--- config.mk ---
export PLATFORM = sky130hd
export DESIGN_NAME = adc_emulator
export DESIGN_NICKNAME = d
export VERILOG_FILES = /design/src/rtl/adc_emu_pkg.sv /design/src/rtl/adc_emu_pattern.sv /design/src/rtl/adc_emulator.sv
export SDC_FILE = /design/constraint.sdc
export NUM_CORES = 1
export LEC_CHECK = 0
export CAP_MARGIN = 10
export CORE_UTILIZATION = 50
export CTS_BUF_LIST = sky130_fd_sc_hd__clkbuf_8
export CTS_CLUSTER_SIZE = 12
export DETAILED_ROUTE_END_ITERATION = 6
export GPL_TIMING_DRIVEN = 0
export PLACE_DENSITY = 0.73
export SETUP_SLACK_MARGIN = 0.3
export SLEW_MARGIN = 0
export SYNTH_ARGS = -nofsm -noshare
export SYNTH_HDL_FRONTEND = slang
export SYNTH_SLANG_ARGS = --single-unit
export TNS_END_PERCENT = 10
--- constraint.sdc ---
create_clock -name i_clk -period 10.86 [get_ports i_clk]
set_input_delay 2.172 -clock i_clk [delete_from_list [all_inputs] [get_ports i_clk]]
set_output_delay 2.172 -clock i_clk [all_outputs]
set_load 0.01 [all_outputs]
--- src/rtl/adc_emu_pkg.sv ---
// Shared types and constants for the Stonyman + serial ADC emulator.
package adc_emu_pkg;

  typedef enum logic [1:0] {
    MODE_CONST = 2'd0,
    MODE_RAMP  = 2'd1,
    MODE_CHECK = 2'd2,
    MODE_DOT   = 2'd3
  } mode_e;

  typedef enum logic [1:0] {
    StIdle  = 2'd0,
    StShift = 2'd1,
    StTail  = 2'd2
  } state_e;

  localparam int unsigned LEAD_BITS  = 4;
  localparam int unsigned DATA_BITS  = 12;
  localparam int unsigned FRAME_BITS = LEAD_BITS + DATA_BITS;

  localparam logic [DATA_BITS-1:0] BLANK_PIXEL   = 12'h000;
  localparam logic [DATA_BITS-1:0] CHECK_HI      = 12'hFFF;
  localparam logic [DATA_BITS-1:0] DOT_IN_LEVEL  = 12'h100;
  localparam logic [DATA_BITS-1:0] DOT_OUT_LEVEL = 12'hC00;

endpackage

--- src/rtl/adc_emu_pattern.sv ---
// Combinational test-pattern generator: pointers + mode -> 12-bit pixel value.
module adc_emu_pattern
  import adc_emu_pkg::*;
#(
  parameter int unsigned IMG_DIM = 112
) (
  input  logic [6:0]           i_row,
  input  logic [6:0]           i_col,
  input  logic [1:0]           i_mode,
  input  logic [DATA_BITS-1:0] i_const_value,
  input  logic [6:0]           i_dot_row,
  input  logic [6:0]           i_dot_col,
  input  logic [13:0]          i_dot_r2,
  output logic [DATA_BITS-1:0] o_value
);

  localparam logic [7:0] DimLim = 8'(IMG_DIM);

  logic signed [7:0] w_dr, w_dc;
  logic [6:0]        w_abs_r, w_abs_c;
  logic [13:0]       w_dr2, w_dc2;
  logic [14:0]       w_dist2;
  logic              w_in_range;

  // Differences stay within +/-127, so magnitudes fit in 7 bits and squares in 14.
  assign w_dr    = {1'b0, i_row} - {1'b0, i_dot_row};
  assign w_dc    = {1'b0, i_col} - {1'b0, i_dot_col};
  assign w_abs_r = w_dr[7] ? 7'(-w_dr) : w_dr[6:0];
  assign w_abs_c = w_dc[7] ? 7'(-w_dc) : w_dc[6:0];
  assign w_dr2   = {7'd0, w_abs_r} * {7'd0, w_abs_r};
  assign w_dc2   = {7'd0, w_abs_c} * {7'd0, w_abs_c};
  assign w_dist2 = {1'b0, w_dr2} + {1'b0, w_dc2};

  assign w_in_range = ({1'b0, i_row} < DimLim) && ({1'b0, i_col} < DimLim);

  always_comb begin
    o_value = BLANK_PIXEL;
    if (w_in_range) begin
      unique case (mode_e'(i_mode))
        MODE_CONST: o_value = i_const_value;
        MODE_RAMP:  o_value = {i_col, 5'b0};
        MODE_CHECK: o_value = (i_row[3] ^ i_col[3]) ? CHECK_HI : BLANK_PIXEL;
        MODE_DOT:   o_value = (w_dist2 < {1'b0, i_dot_r2}) ? DOT_IN_LEVEL : DOT_OUT_LEVEL;
        default:    o_value = BLANK_PIXEL;
      endcase
    end
  end

endmodule

--- src/rtl/adc_emulator.sv ---
// Stonyman sensor + 12-bit serial ADC emulator for one camera channel.
// Define ADC_EMU_NOISE_EN to XOR LFSR noise into the low pixel bits.
module adc_emulator
  import adc_emu_pkg::*;
#(
  parameter int unsigned SYNC_STAGES = 2,
  parameter int unsigned IMG_DIM     = 112,
  parameter logic [15:0] LFSR_SEED   = 16'hACE1
) (
  input  logic        i_clk,
  input  logic        i_rst_n,
  input  logic        i_sclk,
  input  logic        i_cs_n,
  input  logic        i_resp,
  input  logic        i_incp,
  input  logic        i_resv,
  input  logic        i_incv,
  input  logic        i_inphi,
  input  logic [1:0]  i_mode,
  input  logic [11:0] i_const_value,
  input  logic [6:0]  i_dot_row,
  input  logic [6:0]  i_dot_col,
  input  logic [13:0] i_dot_r2,
  output logic        o_sdata,
  output logic        o_sdata_oe,
  output logic [6:0]  o_cur_row,
  output logic [6:0]  o_cur_col,
  output logic [15:0] o_conv_count
);

  localparam int unsigned SclkB = 0;
  localparam int unsigned CsB   = 1;
  localparam int unsigned RespB = 2;
  localparam int unsigned IncpB = 3;
  localparam int unsigned ResvB = 4;
  localparam int unsigned IncvB = 5;

  logic [5:0]                  w_pins, w_lvl, w_rise, w_fall, r_prev;
  logic [SYNC_STAGES-1:0][5:0] r_sync;

  assign w_pins = {i_incv, i_resv, i_incp, i_resp, i_cs_n, i_sclk};

  // Sync chain resets low so a cs_n held low across reset never looks like a fresh fall.
  always_ff @(posedge i_clk or negedge i_rst_n) begin
    if (!i_rst_n) begin
      r_sync <= '0;
      r_prev <= '0;
    end else begin
      r_sync <= {r_sync[SYNC_STAGES-2:0], w_pins};
      r_prev <= w_lvl;
    end
  end

  assign w_lvl  = r_sync[SYNC_STAGES-1];
  assign w_rise = w_lvl & ~r_prev;
  assign w_fall = ~w_lvl & r_prev;

  logic [6:0] r_row, r_col;

  always_ff @(posedge i_clk or negedge i_rst_n) begin
    if (!i_rst_n) begin
      r_row <= '0;
      r_col <= '0;
    end else begin
      if (w_lvl[RespB])      r_col <= '0;
      else if (w_rise[IncpB]) r_col <= r_col + 7'd1;
      if (w_lvl[ResvB])      r_row <= '0;
      else if (w_rise[IncvB]) r_row <= r_row + 7'd1;
    end
  end

  logic [DATA_BITS-1:0] w_pixel, w_value;

  adc_emu_pattern #(
    .IMG_DIM(IMG_DIM)
  ) u_pattern (
    .i_row        (r_row),
    .i_col        (r_col),
    .i_mode       (i_mode),
    .i_const_value(i_const_value),
    .i_dot_row    (i_dot_row),
    .i_dot_col    (i_dot_col),
    .i_dot_r2     (i_dot_r2),
    .o_value      (w_pixel)
  );

  state_e                r_state, w_state_d;
  logic [FRAME_BITS-1:0] r_shift, w_shift_d;
  logic [3:0]            r_bit_cnt, w_bit_cnt_d;
  logic [15:0]           r_conv_count, w_conv_d;
  logic                  w_start;

  always_ff @(posedge i_clk or negedge i_rst_n) begin
    if (!i_rst_n) begin
      r_state      <= StIdle;
      r_shift      <= '0;
      r_bit_cnt    <= '0;
      r_conv_count <= '0;
    end else begin
      r_state      <= w_state_d;
      r_shift      <= w_shift_d;
      r_bit_cnt    <= w_bit_cnt_d;
      r_conv_count <= w_conv_d;
    end
  end

  always_comb begin
    w_state_d   = r_state;
    w_shift_d   = r_shift;
    w_bit_cnt_d = r_bit_cnt;
    w_conv_d    = r_conv_count;
    w_start     = 1'b0;
    unique case (r_state)
      StIdle: begin
        if (w_fall[CsB]) begin
          w_state_d   = StShift;
          w_shift_d   = {{LEAD_BITS{1'b0}}, w_value};
          w_bit_cnt_d = '0;
          w_start     = 1'b1;
        end
      end
      StShift: begin
        if (w_rise[CsB]) begin
          w_state_d = StIdle;
        end else if (w_fall[SclkB]) begin
          w_shift_d   = {r_shift[FRAME_BITS-2:0], 1'b0};
          w_bit_cnt_d = r_bit_cnt + 4'd1;
          if (r_bit_cnt == 4'(FRAME_BITS - 1)) begin
            w_state_d = StTail;
            w_conv_d  = r_conv_count + 16'd1;
          end
        end
      end
      StTail: begin
        if (w_rise[CsB]) w_state_d = StIdle;
      end
      default: w_state_d = StIdle;
    endcase
  end

`ifdef ADC_EMU_NOISE_EN
  logic [15:0] r_lfsr;

  // Galois form, taps 16,14,13,11; steps once per conversion start.
  always_ff @(posedge i_clk or negedge i_rst_n) begin
    if (!i_rst_n) begin
      r_lfsr <= LFSR_SEED;
    end else if (w_start) begin
      r_lfsr <= {1'b0, r_lfsr[15:1]} ^ (r_lfsr[0] ? 16'hB400 : 16'h0000);
    end
  end

  assign w_value = w_pixel ^ {8'h00, r_lfsr[3:0]};

  logic w_unused;
  assign w_unused = i_inphi;
`else
  assign w_value = w_pixel;

  logic w_unused;
  assign w_unused = ^{i_inphi, w_start, LFSR_SEED};
`endif

  assign o_sdata      = (r_state == StShift) & r_shift[FRAME_BITS-1];
  assign o_sdata_oe   = (r_state != StIdle);
  assign o_cur_row    = r_row;
  assign o_cur_col    = r_col;
  assign o_conv_count = r_conv_count;

endmodule

=== Word level (Yosys, flattened, before mapping) ===
Cells that the tools add are included.
W data, S select, Z words.

* $lt $le $gt $ge: 3
* Multiply operators: 2
* Reduce and logical (&&, ||, !) cells: 10
* Muxes and demuxes: 24
* Bitwise operators: 7
* Eq/ne operators: 12
* $add $sub $neg: 9

{| class="wikitable"
|+ Operators with widths
! operator !! number
|-
| $mux W16 || 3
|-
| $pmux W12 S4 || 1
|-
| $mux W7 || 6
|-
| $mux W12 || 3
|-
| $pmux W16 S2 || 1
|-
| $mul A7 B7 Y14 || 2
|-
| $add A16 B1 Y16 const B || 1
|-
| $sub A7 B7 Y8 || 2
|-
| $add A14 B14 Y15 || 1
|-
| $lt A15 B14 Y1 || 1
|-
| $add A7 B1 Y7 const B || 2
|-
| $lt A7 B7 Y1 const B || 2
|-
| $neg A7 Y7 || 2
|-
| $mux W4 || 3
|-
| $reduce_and A4 Y1 || 3
|-
| $mux W2 || 5
|-
| $ne A2 B2 Y1 const B || 4
|-
| $pmux W4 S2 || 1
|-
| $reduce_bool A2 Y1 || 4
|-
| $and A6 B6 Y6 || 1
|-
| $eq A2 B2 Y1 const B || 3
|-
| $ne A3 B3 Y1 const B || 2
|-
| $not A6 Y6 || 1
|-
| $pmux W2 S3 || 1
|-
| other kinds (10) || 12
|}

* Output and inout bits: 32
* Logic and storage cells: 76
* Flip-flop bits (word level): 70
* Input port bits: 51

=== Logic depth before layout (Yosys ltp) ===
* Depth after elaboration: 11
* Depth in mapped cells: 36
* Depth with buffers taken out: 35

=== By module ===
A second synthesis with hierarchy kept.

* Cells, all modules: 770
* Area total of the unflattened synthesis: 6975.4 um^2

{| class="wikitable"
|+ Modules (own cells, without submodules)
! module !! cells an instance !! area an instance (um^2) !! seq. area each (um^2) !! times used
|-
| adc_emu_pattern || 517 || 4134.0 || 0.0 || 1
|-
| adc_emulator || 253 || 2841.5 || 1701.6 || 1
|}

=== Worst setup path after synthesis ===
OpenSTA, ideal clock, no wires.

* Path kind: input-to-reg
* Start point: in i_dot_row[0]
* End point: reg r_shift[8]
* Stages: 33
* Arrival: 9851 ps
* Path buffers: 0
* Required time: 10778 ps
* Slack: 927 ps
* Library setup time: 82 ps
* Cells stage by stage: ha_1 > inv_1 > fa_1 > a21o_1 > a21oi_4 > xnor2_1 > nor4_2 > mux2i_1 > a31oi_2 > or3_1 > fa_1 > fa_1 > inv_1 > fa_1 > inv_1 > fa_1 > inv_1 > fa_1 > inv_1 > fa_1 > inv_1 > ha_1 > a21o_1 > a21oi_1 > a32oi_1 > a31oi_1 > xnor2_1 > ha_1 > a21o_1 > a21oi_1 > o21ai_0 > o311a_1 > o22ai_1

* Longest elaborated chain between the ends: 11

{| class="wikitable"
|+ RTL lines
! element !! line !! text
|-
| start, declared || adc_emulator.sv:21 || <nowiki>input logic [6:0] i_dot_row,</nowiki>
|-
| $sub A7 B7 Y8 (*) || adc_emu_pattern.sv:26 || <nowiki>assign w_dr = {1'b0, i_row} - {1'b0, i_dot_row};</nowiki>
|-
| $neg A7 Y7 || adc_emu_pattern.sv:28 || <nowiki>assign w_abs_r = w_dr[7] ? 7'(-w_dr) : w_dr[6:0];</nowiki>
|-
| $mux W7 (*) || adc_emu_pattern.sv:28 ||
|-
| $mul A7 B7 Y14 (*) || adc_emu_pattern.sv:30 || <nowiki>assign w_dr2 = {7'd0, w_abs_r} * {7'd0, w_abs_r};</nowiki>
|-
| $add A14 B14 Y15 (*) || adc_emu_pattern.sv:32 || <nowiki>assign w_dist2 = {1'b0, w_dr2} + {1'b0, w_dc2};</nowiki>
|-
| $lt A15 B14 Y1 (*) || adc_emu_pattern.sv:43 || <nowiki>MODE_DOT: o_value = (w_dist2 < {1'b0, i_dot_r2}) ? DOT_IN_LEVEL : DOT_OUT_LEVEL;</nowiki>
|-
| $mux W12 (*) || adc_emu_pattern.sv:43 ||
|-
| $pmux W12 S4 (*) || adc_emu_pattern.sv:39 || <nowiki>unique case (mode_e'(i_mode))</nowiki>
|-
| $mux W12 (*) || adc_emu_pattern.sv:38 || <nowiki>if (w_in_range) begin</nowiki>
|-
| $mux W16 (*) || adc_emulator.sv:115 || <nowiki>if (w_fall[CsB]) begin</nowiki>
|-
| $pmux W16 S2 (*) || adc_emulator.sv:113 || <nowiki>unique case (r_state)</nowiki>
|-
| end signal, assigned || adc_emulator.sv:101 || <nowiki>r_shift <= w_shift_d;</nowiki>
|-
| end, declared || adc_emulator.sv:88 || <nowiki>logic [FRAME_BITS-1:0] r_shift, w_shift_d;</nowiki>
|}

Every way passes the cells marked *; elsewhere a longest branch is shown, timed or not. The select of a mux whose other input is x is not followed.
A chain may end at the register's enable or synchronous reset.

=== Worst setup path after layout ===
Same ends and word-level chain as after synthesis.

==> impl_metrics.tcl <==
set metrics [dict create \
    status "finished clean" \
    crit_fanout 9 \
    cts_max_path_buffers 2 \
    n_fill_cell 1111 \
    ys_top_cells_by_count "inv_1, ha_1, nor2_1" \
    register_area_um2 1702 \
    cts_made_buffers 9 \
    rows 42 \
    syn_nets 948 \
    yosysUniqueCellTypes 58 \
    core_um2 13350 \
    via_per_inst 5.273 \
    netlist_instances 763 \
    grt_max_degree 69 \
    worst_pin_slew_ns 0.8243 \
    antenna_left 0 \
    antenna_found_initial 0 \
    areaGrowthSynthToFinish_pct 21.43 \
    multi_input_area_um2 4888 \
    h-tree-depth 3 \
    cts_num_sinks 68 \
    grt_usage_pct 21.67 \
    maxCapViolations 0 \
    critPathMaxStageDelay_ns 0.53 \
    remaining_drc_errors 0 \
    hold_viol_final 0 \
    place.port_buffers 80 \
    synth_seq_area_share_pct 24.62 \
    grt_pass1_wl_um 25170 \
    antenna_cells 0 \
    synth_area_leader_cell "dfrtp_1" \
    ys.flop_type "dfrtp_1" \
    cts-root-buf "clkbuf_8" \
    initial_core_util_pct 51.78 \
    grt_overflow 0 \
    setup_ws_ns 0.6088 \
    yosys.area.top_type_share_pct 24.62 \
    worstSetupStartpointType "input pin" \
    wl_um 15180 \
    cts_tree "built" \
    postCtsHoldBufs 0 \
    setup_tns_ns 0 \
    required_ns 11.12 \
    postSynthAreaPerCell_um2 9.058 \
    cpMaxStageDelayCell "fa_1" \
    synthesis.area_um2 6912 \
    max_slew_margin_pct 45.05 \
    drt-wirelength-per-cell_um 14.58 \
    gp_congestion 0.8909 \
    clock_latency_ns 0.34 \
    clkSlewWorstSetupHoldPaths_ns 0.07 \
    fmax_mhz 97.55 \
    first_pass_iters 5 \
    drt_iter0_markers 274 \
    final_cell_area_um2 8393 \
    grt_pass1_vias 5601 \
    crit_buf_inv 8 \
    cp-end-kind "register" \
    io_pins 83 \
    period_minus_slack_ns 10.25 \
    die_y_um 119.6 \
    fin_worst_skew_ns 0.005890 \
    dpl_cell_area_um2 7930 \
    hold_path_class "register to register" \
    die_width_um 119.6 \
    nets 1045 \
    drv_slew 0 \
    dp_hpwl_um 12190 \
    async_flop_share_pct 100.0 \
    synth_seq_cells 68 \
    synthTopCellsByArea "dfrtp_1, fa_1, ha_1, inv_1, xnor2_1" \
    arrival_ns 10.52 \
    rsz0062_at_grt "false" \
    period_share_pct 94.39 \
    yosys_warnings 0 \
    synth_edf_count 0 \
    die_area_um2 14300 \
    dp_slack_ns -0.3180 \
    setup_violations 0 \
    path_class "input pin to register" \
    crit_family "adder cells" \
    vias 5489 \
    yosysMostFrequentCell "inv_1" \
    fin_hold_ws_ns 0.3506 \
    drive_gt1_share_pct 9.017 \
]
## registers in the layout, indices dropped and copies added (netlist names), 4 cells and up
name / count
o_conv_count: 16
o_cur_col: 7
o_cur_row: 7
r_bit_cnt: 4
r_prev: 4
r_shift: 16
r_sync: 6
w_lvl: 6
## layout make-up
class	instances	area share, %
Multi-Input combinational cell	557	58.24
Sequential cell	68	20.27
Timing Repair Buffer	86	10.05
Inverter	119	5.322
Tap cell	176	2.624
Clock buffer	10	1.640
Buffer	19	0.9839
Clock inverter	6	0.8646
## timing repair
action                                  4_1_cts  5_1_grt
pin swaps                                     3       14
buffers inserted                              1        5
endpoints found under the setup margin        3        3
gates resized for setup                       6       33
## metal layers
layer  vias to the layer above  GRT usage [%]  wire length (um)
met3                        19          4.135               740
met5                         -              0                 0
li1                       2701              -                 -
met2                       129          36.02              7195
met1                      2640          29.28              7025
met4                         0          4.922               218
## cells in the final DEF, fill, tap and decap left out, drive strengths merged, types with 25 or more instances in the layout
master | synthesis | layout
inv | 119 | 120
ha | 80 | 80
clkdlybuf4s50 | 0 | 79
nor2 | 75 | 75
dfrtp | 68 | 68
fa | 54 | 54
nand2 | 53 | 53
xnor2 | 38 | 38
xor2 | 26 | 26
clkbuf | 15 | 25
## metrics by stage
step | cells | util (%)
finish | 1041 | 62.88
global route | 1041 | 62.88
CTS | 1036 | 61.27
detailed placement | 1019 | 59.41
global placement | 1019 | 59.43
floorplan | 763 | -
## final timing paths
check                                         start                        to  slack (ns)  cells after the start
setup / recovery                       i_dot_row[0]    r_shift[8]$_DFFE_PN0P_        0.61                     35
hold / removal                  r_sync[4]$_DFF_PN0_        w_lvl[4]$_DFF_PN0_        0.35                      0
setup reg to reg           o_cur_row[0]$_DFFE_PN0P_    r_shift[8]$_DFFE_PN0P_        2.39                     35
hold reg to reg                 r_sync[4]$_DFF_PN0_        w_lvl[4]$_DFF_PN0_        0.35                      0
max in group asynchronous                   i_rst_n  o_cur_row[3]$_DFFE_PN0P_        8.40                      1
min in group asynchronous                   i_rst_n       r_sync[1]$_DFF_PN0_        1.93                      1
## worst reg2reg max path: cells and delay by family, from the launching register on
| family | cells | cell delay, ns |
|---|---|---|
| adder cells (fa/ha/maj) | 10 | 4.06 |
| AO/OA/AOI/OAI | 10 | 2.03 |
| AND/OR/NAND/NOR | 5 | 0.89 |
| buffers and inverters | 8 | 0.53 |
| XOR/XNOR | 2 | 0.44 |
| flip-flops | 1 | 0.44 |
## cells by family (layout without fill, tap and decap cells)
| group | count (synthesis) | after routing | synth area share (%) |
|---|---|---|---|
| and+or+nand+nor | 240 | 240 | 16.84 |
| buffers and inverters | 138 | 240 | 7.657 |
| adders and majority gates | 134 | 134 | 30.12 |
| AOI/OAI and AO/OA | 107 | 107 | 10.86 |
| DFF | 68 | 68 | 24.62 |
| xor gates and xnor gates | 64 | 64 | 8.110 |
| muxes | 12 | 12 | 1.792 |
Power is not shown: default switching activity piles up to over one toggle a cycle in this logic, so the estimate is an artifact.
